[src/rtl/life_pkg.sv]
// Shared types and default geometry for the Life frame-buffer scheduler.
// Default board is 400x300 cells, addressed with 24-bit cell indices.
package life_pkg;

  localparam int P_N_DEF = 400;
  localparam int P_M_DEF = 300;
  localparam int CELLS   = P_N_DEF * P_M_DEF;
  localparam int ADDR_W  = 24;

  // Buffer indices; front resets to FB_A.
  localparam bit FB_A = 1'b0;
  localparam bit FB_B = 1'b1;

  typedef enum logic [2:0] {
    FB_IDLE,
    FB_CLEAR,
    FB_LOAD,
    FB_EVOLVE,
    FB_SWAP_WAIT
  } fb_state_t;

  function automatic int cells_of(input int n, input int m);
    return n * m;
  endfunction

endpackage

[src/rtl/life_fb_scheduler_if.sv]
// RAM-side bus of the scheduler: one address/data/write-enable/read-data set per frame RAM.
// The scheduler is the master; the two RAM instances sit behind the slave modport.
interface life_fb_scheduler_if #(
  parameter int ADDR_W = life_pkg::ADDR_W
);

  logic [ADDR_W-1:0] ram_addr [2];
  logic              ram_data [2];
  logic              ram_wren [2];
  logic              ram_q    [2];

  modport master (output ram_addr, ram_data, ram_wren, input ram_q);
  modport slave  (input ram_addr, ram_data, ram_wren, output ram_q);

endinterface

[src/rtl/life_fb_sweep.sv]
// Clear sweeper: walks 0..CELLS-1, one cell per enabled cycle, and flags the final cell.
// The counter wraps to 0 on its last step so every sweep starts from cell 0.
module life_fb_sweep #(
  parameter int ADDR_W = 24,
  parameter int CELLS  = 120000
) (
  input  logic              clk_vga,
  input  logic              reset_btn,
  input  logic              start,
  input  logic              en,
  output logic [ADDR_W-1:0] cnt,
  output logic              last
);

  localparam logic [ADDR_W-1:0] LAST_A = ADDR_W'(CELLS - 1);

  logic [ADDR_W-1:0] cnt_reg;

  always_ff @(posedge clk_vga or posedge reset_btn) begin
    if (reset_btn) begin
      cnt_reg <= '0;
    end else if (start) begin
      cnt_reg <= '0;
    end else if (en) begin
      cnt_reg <= last ? '0 : cnt_reg + ADDR_W'(1);
    end
  end

  assign cnt  = cnt_reg;
  assign last = en && (cnt_reg == LAST_A);

endmodule

[src/rtl/life_fb_scheduler.sv]
// Ping-pong frame-buffer scheduler for Game of Life: arbitrates the two cell RAMs among
// VGA, Round, SD loader and clear sweep. Build option FB_VSYNC_SWAP_EN: swap only in vertical blank.
module life_fb_scheduler #(
  parameter int P_N    = life_pkg::P_N_DEF,
  parameter int P_M    = life_pkg::P_M_DEF,
  parameter int ADDR_W = life_pkg::ADDR_W
) (
  input  logic                clk_vga,
  input  logic                reset_btn,
  input  logic                evo_tick,
  input  logic                clear_req,
  input  logic                load_req,
  input  logic                load_we,
  input  logic [ADDR_W-1:0]   load_addr,
  input  logic                load_data,
  output logic                load_gnt,
  input  logic                vga_blank,
  input  logic [ADDR_W-1:0]   vga_addr,
  output logic                vga_q,
  output logic                rnd_start,
  input  logic                rnd_done,
  input  logic [ADDR_W-1:0]   rnd_raddr,
  output logic                rnd_q,
  input  logic [ADDR_W-1:0]   rnd_waddr,
  input  logic                rnd_wdata,
  input  logic                rnd_we,
  life_fb_scheduler_if.master ram,
  output logic                front,
  output logic                busy
);

  import life_pkg::*;

  localparam int                N_CELLS = cells_of(P_N, P_M);
  localparam logic [ADDR_W-1:0] LIMIT   = ADDR_W'(N_CELLS);

  fb_state_t         state_reg, state_next;
  logic              front_reg, phase_reg;
  logic              vga_own_reg, rnd_own_reg, rd_sel_reg;
  logic              vga_q_reg, rnd_q_reg;
  logic              swap_ok, swap, vga_slot, rnd_slot;
  logic              sweep_start, sweep_en, sweep_last;
  logic [ADDR_W-1:0] sweep_cnt;
  logic              load_ok, rnd_ok;

`ifdef FB_VSYNC_SWAP_EN
  assign swap_ok = vga_blank;
`else
  logic unused_blank;
  assign swap_ok      = 1'b1;
  assign unused_blank = vga_blank;
`endif

  life_fb_sweep #(.ADDR_W(ADDR_W), .CELLS(N_CELLS)) u_sweep (
    .clk_vga   (clk_vga),
    .reset_btn (reset_btn),
    .start     (sweep_start),
    .en        (sweep_en),
    .cnt       (sweep_cnt),
    .last      (sweep_last)
  );

  always_ff @(posedge clk_vga or posedge reset_btn) begin
    if (reset_btn) state_reg <= FB_IDLE;
    else           state_reg <= state_next;
  end

  always_comb begin
    state_next = state_reg;
    unique case (state_reg)
      FB_IDLE: begin
        if (clear_req)     state_next = FB_CLEAR;
        else if (load_req) state_next = FB_LOAD;
        else if (evo_tick) state_next = FB_EVOLVE;
      end
      FB_CLEAR:     if (sweep_last) state_next = FB_IDLE;
      FB_LOAD:      if (!load_req)  state_next = FB_IDLE;
      FB_EVOLVE: begin
        // A clear abandons the half-written back buffer; the front stays as shown.
        if (clear_req)     state_next = FB_CLEAR;
        else if (rnd_done) state_next = FB_SWAP_WAIT;
      end
      FB_SWAP_WAIT: if (swap_ok) state_next = FB_IDLE;
      default:      state_next = FB_IDLE;
    endcase
  end

  always_comb begin
    rnd_start = 1'b0;
    load_gnt  = 1'b0;
    busy      = 1'b1;
    sweep_en  = 1'b0;
    swap      = 1'b0;
    vga_slot  = 1'b0;
    rnd_slot  = 1'b0;
    unique case (state_reg)
      FB_IDLE: begin
        busy      = 1'b0;
        vga_slot  = 1'b1;
        rnd_start = evo_tick && !clear_req && !load_req;
      end
      FB_CLEAR: sweep_en = 1'b1;
      FB_LOAD:  load_gnt = 1'b1;
      FB_EVOLVE: begin
        vga_slot = !phase_reg;
        rnd_slot = phase_reg;
      end
      FB_SWAP_WAIT: begin
        vga_slot = 1'b1;
        swap     = swap_ok;
      end
      default: busy = 1'b1;
    endcase
  end

  assign sweep_start = (state_next == FB_CLEAR) && (state_reg != FB_CLEAR);
  assign load_ok     = load_addr < LIMIT;
  assign rnd_ok      = rnd_waddr < LIMIT;

  // rd_sel_reg remembers which RAM was addressed, so a swap cannot misroute in-flight read data.
  always_ff @(posedge clk_vga or posedge reset_btn) begin
    if (reset_btn) begin
      front_reg   <= FB_A;
      phase_reg   <= 1'b0;
      vga_own_reg <= 1'b0;
      rnd_own_reg <= 1'b0;
      rd_sel_reg  <= FB_A;
      vga_q_reg   <= 1'b0;
      rnd_q_reg   <= 1'b0;
    end else begin
      phase_reg   <= ~phase_reg;
      vga_own_reg <= vga_slot;
      rnd_own_reg <= rnd_slot;
      rd_sel_reg  <= front_reg;
      if (swap) front_reg <= ~front_reg;
      if (state_reg == FB_CLEAR) vga_q_reg <= 1'b0;
      else if (vga_own_reg)      vga_q_reg <= ram.ram_q[rd_sel_reg];
      if (rnd_own_reg) rnd_q_reg <= ram.ram_q[rd_sel_reg];
    end
  end

  assign front = front_reg;
  assign vga_q = vga_q_reg;
  assign rnd_q = rnd_q_reg;

  genvar gi;
  generate
    for (gi = 0; gi < 2; gi++) begin : g_ram
      logic              is_front;
      logic [ADDR_W-1:0] addr_mux;
      logic              data_mux, wren_mux;

      assign is_front = (front_reg == 1'(gi));

      always_comb begin
        addr_mux = '0;
        data_mux = 1'b0;
        wren_mux = 1'b0;
        unique case (state_reg)
          FB_CLEAR: begin
            addr_mux = sweep_cnt;
            wren_mux = 1'b1;
          end
          FB_LOAD: begin
            addr_mux = load_addr;
            data_mux = load_data;
            wren_mux = load_we && load_ok;
          end
          FB_EVOLVE: begin
            if (is_front) begin
              addr_mux = phase_reg ? rnd_raddr : vga_addr;
            end else begin
              addr_mux = rnd_waddr;
              data_mux = rnd_wdata;
              wren_mux = rnd_we && rnd_ok;
            end
          end
          default: addr_mux = is_front ? vga_addr : '0;
        endcase
      end

      assign ram.ram_addr[gi] = addr_mux;
      assign ram.ram_data[gi] = data_mux;
      assign ram.ram_wren[gi] = wren_mux;
    end
  endgenerate

endmodule

[src/flat_wrapper.sv]
// flat-port wrapper written by rule: the top's interface ports become plain ports
module life_fb_scheduler_flat import life_pkg::*;
#(
  parameter int P_N    = life_pkg::P_N_DEF,
  parameter int P_M    = life_pkg::P_M_DEF,
  parameter int ADDR_W = life_pkg::ADDR_W
)
  (clk_vga, reset_btn, evo_tick, clear_req, load_req, load_we, load_addr, load_data, load_gnt, vga_blank, vga_addr, vga_q, rnd_start, rnd_done, rnd_raddr, rnd_q, rnd_waddr, rnd_wdata, rnd_we, front, busy, ram_ram_addr, ram_ram_data, ram_ram_wren, ram_ram_q);
  life_fb_scheduler_if #(.ADDR_W(ADDR_W)) ram_i ();
  input  logic clk_vga;
  input  logic reset_btn;
  input  logic evo_tick;
  input  logic clear_req;
  input  logic load_req;
  input  logic load_we;
  input  logic [ADDR_W-1:0] load_addr;
  input  logic load_data;
  output logic load_gnt;
  input  logic vga_blank;
  input  logic [ADDR_W-1:0] vga_addr;
  output logic vga_q;
  output logic rnd_start;
  input  logic rnd_done;
  input  logic [ADDR_W-1:0] rnd_raddr;
  output logic rnd_q;
  input  logic [ADDR_W-1:0] rnd_waddr;
  input  logic rnd_wdata;
  input  logic rnd_we;
  output logic front;
  output logic busy;
  output wire logic [$bits(ram_i.ram_addr)-1:0] ram_ram_addr;
  output wire logic [$bits(ram_i.ram_data)-1:0] ram_ram_data;
  output wire logic [$bits(ram_i.ram_wren)-1:0] ram_ram_wren;
  input wire logic [$bits(ram_i.ram_q)-1:0] ram_ram_q;
  assign ram_ram_addr = {>>{ram_i.ram_addr}};
  assign ram_ram_data = {>>{ram_i.ram_data}};
  assign ram_ram_wren = {>>{ram_i.ram_wren}};
  assign ram_i.ram_q = {>>{ram_ram_q}};
  life_fb_scheduler #(.P_N(P_N), .P_M(P_M), .ADDR_W(ADDR_W)) u_core (.clk_vga(clk_vga), .reset_btn(reset_btn), .evo_tick(evo_tick), .clear_req(clear_req), .load_req(load_req), .load_we(load_we), .load_addr(load_addr), .load_data(load_data), .load_gnt(load_gnt), .vga_blank(vga_blank), .vga_addr(vga_addr), .vga_q(vga_q), .rnd_start(rnd_start), .rnd_done(rnd_done), .rnd_raddr(rnd_raddr), .rnd_q(rnd_q), .rnd_waddr(rnd_waddr), .rnd_wdata(rnd_wdata), .rnd_we(rnd_we), .ram(ram_i), .front(front), .busy(busy));
endmodule
[config.mk]
export PLATFORM = sky130hd
export DESIGN_NAME = life_fb_scheduler_flat
export DESIGN_NICKNAME = d
export VERILOG_FILES = /design/src/rtl/life_pkg.sv /design/src/rtl/life_fb_scheduler_if.sv /design/src/rtl/life_fb_sweep.sv /design/src/rtl/life_fb_scheduler.sv /design/src/flat_wrapper.sv
export SDC_FILE = /design/constraint.sdc
export NUM_CORES = 1
export LEC_CHECK = 0
export ABC_AREA = 1
export BUFFER_PORTS_ARGS = -buffer_cell sky130_fd_sc_hd__buf_4
export CAP_MARGIN = 40
export CORE_ASPECT_RATIO = 0.8
export CORE_MARGIN = 2
export CORE_UTILIZATION = 40
export DETAILED_ROUTE_END_ITERATION = 10
export GPL_ROUTABILITY_DRIVEN = 1
export PLACE_DENSITY_LB_ADDON = 0.05
export SYNTH_ARGS = -nofsm -noshare
export SYNTH_HDL_FRONTEND = slang
export SYNTH_HIERARCHICAL = 1
export SYNTH_SLANG_ARGS = --single-unit
[constraint.sdc]
create_clock -name clk_vga -period 2.45 [get_ports clk_vga]
set_input_delay 0.1225 -clock clk_vga [delete_from_list [all_inputs] [get_ports clk_vga]]
set_output_delay 0.1225 -clock clk_vga [all_outputs]
set_load 0.005 [all_outputs]
==> results_dict.tcl, run 1 <==
set metrics [dict create \
    row_count 32 \
    multi_input_area_sq_um 2596 \
    fp.coreArea_sq_um 9569 \
    max_slew_margin_pct 64.14 \
    yosysTopAreaCell "nand2_1" \
    switchingPower_uw 2026 \
    synth_commonest_cells "238 x nand2_1, 89 x inv_1, 83 x nand3_1, 60 x nor2_1, 34 x dfrtp_1" \
    syn_to_final_growth_pct 43.68 \
    drtAntennaViolNets 0 \
    die_area_sq_um 10610 \
    worstHoldPathCells 2 \
    critical_path_peak_fanout 5 \
    r2r_slack_ns 0.16 \
    cts_max_level 2 \
    clkTransAtPathRegs_ns 0.05 \
    clock.fmax_ghz 0.4358 \
    p_leak_uw 0.002910 \
    rr_endpoint "u_core/u_sweep/cnt[9]" \
    end_kind "flip-flop" \
    synth_top_area_share_pct 22.80 \
    outcome "complete, no violations" \
    pwr-share-clk_pct 14.4 \
    synth-main-ff-cell "dfrtp_1" \
    synth_nets 802 \
    hp-start "clear_req" \
    dp_hpwl_mm 12.25 \
    wl_per_cell_um 15.71 \
    cts_sinks 34 \
    synth_cells 692 \
    drc 0 \
    cts_buffers 5 \
    yosys_warnings 6 \
    dp.cells 975 \
    p_per_area_nw_per_um2 787.6 \
    place_area_sq_um 5408 \
    finalWorstSetupSlack_ns 0.1556 \
    drive_above_1_share_pct 28.18 \
    worstMarginPinSlew_ns 0.5373 \
    drv_slew 0 \
    r2r_cells 16 \
    min_path_type "input port to flip-flop" \
    grt_max_degree 42 \
    grt_pass1_vias 4956 \
    via_per_inst 5.405 \
    ios 167 \
    clk_path_buf_depth 2 \
    period_needed_ns 2.294 \
    cp.arrival_ns 2.44 \
    setup_viol 0 \
    wirelength_mm 15.48 \
    synth_edf_count 0 \
    finClkSkew_ns 0.003731 \
    synth_area_sq_um 3919 \
    drtIter0Drc 413 \
    die_width_um 114.7 \
    pre_cts_ws_ns 0.01878 \
    port_buffers 165 \
    finalHoldViolCount 0 \
    clock-root-buffer "clkbuf_16" \
    fin_cells 985 \
    first_pass_iters 5 \
    diodes 0 \
    final_cell_area_sq_um 5630 \
    worstPathRequired_ns 2.60 \
    yosysMostFrequentCell "nand2_1" \
    fp.dieH_um 92.53 \
    startpoint_type "flip-flop" \
    final_nets 975 \
    path_class "flip-flop to flip-flop" \
    vias 5324 \
    grt_overflow 0 \
    seq_area_sq_um 850.8 \
    largest_register_ffs 24 \
    cts_tree "built" \
    r2r-start "u_core/u_sweep/cnt[0]" \
    synth-seq-cells 34 \
    p_comb_share_pct 69.7 \
    switching_share_pct 45.69 \
    clk_latency_ns 0.28 \
    async_flop_share_pct 100.0 \
    grt_usage_pct 28.43 \
    peakVddDrop_uv 404.1 \
    avgSynthCellArea_sq_um 5.663 \
    synth_area_leaders "nand2_1 23%, dfrtp_1 22%, nand3_1 11%" \
    fin_crit_sh_pct 93.65 \
    p_int_uw 2408 \
    p_seq_share_pct 15.9 \
    initial_core_util_pct 40.95 \
    max-cap-violations 0 \
    gp_congestion 0.9159 \
    grt_pass1_wl_mm 24.00 \
    ys_seq_area_share_pct 21.71 \
    n_fill_cell 956 \
    antenna_found_initial 0 \
    whs_endpoint "u_core/state_reg[2]" \
    synthDistinctLibCells 35 \
]
[critical path, cell delays in order (launching register included)]
cell and delay, ns:
dfrtp_1 0.38, ha_1 0.24, nand3_2 0.11, nor2_4 0.05, nand3_2 0.08, nor2_2 0.05
o211ai_1 0.21, nand2_1 0.13, nor2_4 0.13, nor2_4 0.06, buf_6 0.15, nor2_4 0.14
nand2_2 0.12, nor2_4 0.12, nand2_1 0.08, nand2_1 0.07, nor2_1 0.04
[per-layer routing]
metal	wire length, um	share of wire (%)	GRT usage [%]	vias to the layer above
met5	0	0	0	-
met3	1376	8.9	6.152	27
li1	-	-	-	2593
met2	7082	46	45.86	255
met1	6670	43	38.06	2449
met4	346	2.2	8.435	0
[repair_timing]
| item | CTS | global route |
|---|---|---|
| endpoints found under the hold margin | 15 | 0 |
| pin swaps | 0 | 2 |
| resized for setup | 1 | 18 |
| buffers inserted | 0 | 1 |
| endpoints found under the setup margin | 1 | 18 |
| hold buffers | 1 | 0 |
[cells by family (layout without fill, tap and decap cells)]
logic type / after synthesis / in the layout / synth area share [%]
buf+inv: 125 / 299 / 13.54
mux: 2 / 2 / 0.5747
compound gates: 95 / 95 / 14.82
fa+ha+maj: 1 / 1 / 0.3192
flops: 34 / 34 / 21.71
xor+xnor: 8 / 8 / 1.788
simple gates: 427 / 427 / 47.25
[final cells by class]
type	count	share of cell area, %
Sequential cell	34	15.11
Inverter	93	6.200
Multi-Input combinational cell	533	46.11
Timing Repair Buffer	198	27.31
Tap cell	119	2.644
Clock inverter	1	0.08889
Clock buffer	7	2.533
[power by group through the flow]
stage          Clock (uW)  Sequential (uW)  Combinational, uW
6_report              640              705               3090
5_1_grt               679              712               3350
4_1_cts               656              702               2970
3_5_place_dp            0              712               2950
3_3_place_gp            0              708               2920
2_1_floorplan           0              708               1540
[metrics by stage]
step	util, %	setup TNS [ns]	hold slack, ns	total power [uW]
finish	58.84	0	0.04146	4435
global route	58.84	-0.2079	0.04483	4739
CTS	58.19	0	0.03430	4330
detailed placement	56.51	0	0.1141	3661
global placement	56.22	0	0.1401	3627
floorplan	-	0	-0.03732	2252
[cells in the final DEF (no fill, tap or decap), types with 2 or more instances in the layout]
master | synthesis | final
nand3_2 | 4 | 5
inv_2 | 4 | 6
nor2_1 | 60 | 54
nand4_1 | 8 | 8
a22oi_1 | 3 | 3
dfrtp_1 | 34 | 34
mux2_2 | 2 | 2
buf_4 | 6 | 193
nor3_4 | 1 | 2
o22ai_1 | 3 | 3
nor2_2 | 8 | 9
o211ai_1 | 8 | 8
xnor2_1 | 4 | 4
nand3b_1 | 2 | 2
o21ai_1 | 8 | 10
nand2_2 | 5 | 6
nand2_1 | 238 | 237
buf_12 | 0 | 2
o21ai_0 | 22 | 20
inv_1 | 89 | 87
clkbuf_16 | 0 | 5
o2111ai_1 | 15 | 15
xor2_1 | 4 | 4
nor2_4 | 3 | 8
nor3_1 | 13 | 12
a21oi_1 | 33 | 33
nand3_1 | 83 | 82
[worst max-delay path by stage]
stage | from | end | slack, ns
global placement | u_core/state_reg[1] | u_core/u_sweep/cnt[9] | 0.11
detailed placement | u_core/u_sweep/cnt[0] | u_core/u_sweep/cnt[9] | 0.02
CTS | u_core/state_reg[1] | u_core/u_sweep/cnt[9] | 0.06
global route | u_core/u_sweep/cnt[0] | u_core/u_sweep/cnt[11] | -0.04
finish | u_core/u_sweep/cnt[0] | u_core/u_sweep/cnt[9] | 0.16
floorplan | u_core/state_reg[2] | u_core/u_sweep/cnt[10] | 0.008
No activity file was read; power rests on OpenSTA's default activity.
==> run 2, diff against run 1 <==
--- a/config.mk
+++ b/config.mk
@@ -8,9 +8,11 @@
 export ABC_AREA = 1
 export BUFFER_PORTS_ARGS = -buffer_cell sky130_fd_sc_hd__buf_4
 export CAP_MARGIN = 40
+export CELL_PAD_IN_SITES_DETAIL_PLACEMENT = 1
+export CELL_PAD_IN_SITES_GLOBAL_PLACEMENT = 2
 export CORE_ASPECT_RATIO = 0.8
 export CORE_MARGIN = 2
-export CORE_UTILIZATION = 40
+export CORE_UTILIZATION = 21
 export DETAILED_ROUTE_END_ITERATION = 10
 export GPL_ROUTABILITY_DRIVEN = 1
 export PLACE_DENSITY_LB_ADDON = 0.05
==> results_dict.tcl, run 2 (synthesis results as in run 1) <==
set metrics [dict create \
    outcome "complete, no violations" \
    rsz0062_at_grt "true" \
    grt_usage_pct 20.19 \
    p_leak_uw 0.003015 \
    min_path_type "input port to flip-flop" \
    cp.arrival_ns 2.42 \
    cp_cell_sequence "ha_2 > nand3_4 > nor2_4 > nand3_2 > nor2_2 > o211ai_1 > nand2_1 > nor2_2 > nor2_2 > buf_6 > nor3_2 > nand3_1 > nand2_1 > nor2_1" \
    finalHoldViolCount 0 \
    cp.buffers_inverters 1 \
    grt_max_degree 50 \
    max_slew_margin_pct 62.81 \
    max-cap-violations 0 \
    whs_ns 0.04559 \
    n_fill_cell 2388 \
    worstPathRequired_ns 2.60 \
    setup_viol 0 \
    cts_buffers 5 \
    tns_ns 0 \
    wirelength_mm 20.06 \
    r2r-start "u_core/u_sweep/cnt[0]" \
    gp_congestion 0.8769 \
    wl_per_cell_um 17.61 \
    cts_tree "built" \
    grt_pass1_wl_mm 31.13 \
    via_per_inst 4.631 \
    drc 0 \
    die_area_sq_um 19780 \
    drtAntennaViolNets 0 \
    worstMarginPinSlew_ns 0.5573 \
    end_kind "flip-flop" \
    row_count 44 \
    grt_overflow 0 \
    drv_slew 0 \
    die_width_um 156.7 \
    path_class "flip-flop to flip-flop" \
    clock-root-buffer "clkbuf_16" \
    largest_register_ffs 24 \
    peakVddDrop_uv 402.8 \
    clk_path_buf_depth 2 \
    period_needed_ns 2.270 \
    pre_cts_ws_ns -0.007118 \
    clkTransAtPathRegs_ns 0.06 \
    worst_path_max_delay_cell "dfrtp_1" \
    antenna_found_initial 0 \
    finClkSkew_ns 0.005629 \
    fp.coreArea_sq_um 18220 \
    initial_core_util_pct 21.51 \
    port_buffers 165 \
    drive_above_1_share_pct 30.36 \
    grt_pass1_vias 5731 \
    path_common_cell "nor2_2" \
    finalWorstSetupSlack_ns 0.1798 \
    startpoint_type "flip-flop" \
    clock.fmax_ghz 0.4405 \
    final_nets 995 \
    critical_path_peak_fanout 8 \
    p_per_area_nw_per_um2 819.7 \
    clk_latency_ns 0.28 \
    hp-start "clear_req" \
    fin_crit_sh_pct 92.66 \
    layout_common_cells "236 x nand2_1, 214 x buf_4, 87 x inv_1" \
    cts_max_level 2 \
    syn_to_final_growth_pct 52.49 \
    mostFrequentLayoutCell "nand2_1" \
    cpLargestDelayFamily "simple AND/OR/NAND/NOR gates" \
    diodes 0 \
    dp_hpwl_mm 16.57 \
    crit_start "u_core/u_sweep/cnt[0]" \
    vias 5275 \
    max_stage_delay_ns 0.39 \
    drtIter0Drc 198 \
    cts_sinks 34 \
    ios 167 \
    first_pass_iters 4 \
    fp.dieH_um 126.2 \
]
[run 2: worst paths after layout]
path | to | slack (ns) | depth (start not counted)
min in group asynchronous | u_core/state_reg[1] | 0.41 | 3
worst max-delay path | u_core/u_sweep/cnt[18] | 0.18 | 14
worst max register to register | u_core/u_sweep/cnt[18] | 0.18 | 14
max in group asynchronous | u_core/u_sweep/cnt[1] | 1.67 | 4
worst min register to register | u_core/rnd_q | 0.52 | 1
worst min-delay path | u_core/state_reg[2] | 0.05 | 2
[run 2: through the flow]
| step | std cells | util (%) | area, sq um | power (uW) |
|---|---|---|---|---|
| floorplan | 692 | - | 3919 | 2252 |
| global placement | 1126 | 31.21 | 5688 | 3926 |
| detailed placement | 1126 | 31.21 | 5688 | 3969 |
| CTS | 1135 | 32.35 | 5894 | 4859 |
| global route | 1139 | 32.79 | 5976 | 5302 |
| finish | 1139 | 32.79 | 5976 | 4898 |
[run 2: layout make-up]
class	count	area, sq um	share of cell area (%)
multi-input cells	533	2597	43.47
repair buffers	218	1668	27.91
flip-flops and latches	34	850.8	14.24
inverters	93	349.1	5.842
well taps	253	316.6	5.297
clock buffers	5	125.1	2.094
clock inverters	3	68.82	1.152
[run 2: layer usage]
layer | vias up | part of all wire [%] | GRT usage, %
met2 | 147 | 45 | 32.51
met3 | 21 | 6.2 | 4.611
met4 | 0 | 1.6 | 3.724
li1 | 2619 | - | -
met5 | - | 0 | 0
met1 | 2488 | 47 | 27.77
[run 2: repair_timing]
item                                    4_1_cts  5_1_grt
buffers inserted                              0        4
hold buffers                                  1        0
endpoints found under the setup margin        2       35
gates resized for setup                       1       18
pin swaps                                     0        7
hold endpoints to repair                     34        0
[run 2: worst reg2reg max path: cells and delay by family (launching register included)]
kind                       cells  cell delay (ns)
and+or+nand+nor               11             1.20
AOI/OAI and AO/OA              1             0.19
DFF                            1             0.39
buffers and inverters          1             0.15
adders and majority gates      1             0.21
[run 2: power breakdown]
group	switching (uW)	internal, uW	total (uW)
Combinational	1880	1470	3350
Clock	273	585	858
Sequential	49.0	640	689
Total	2200	2700	4900
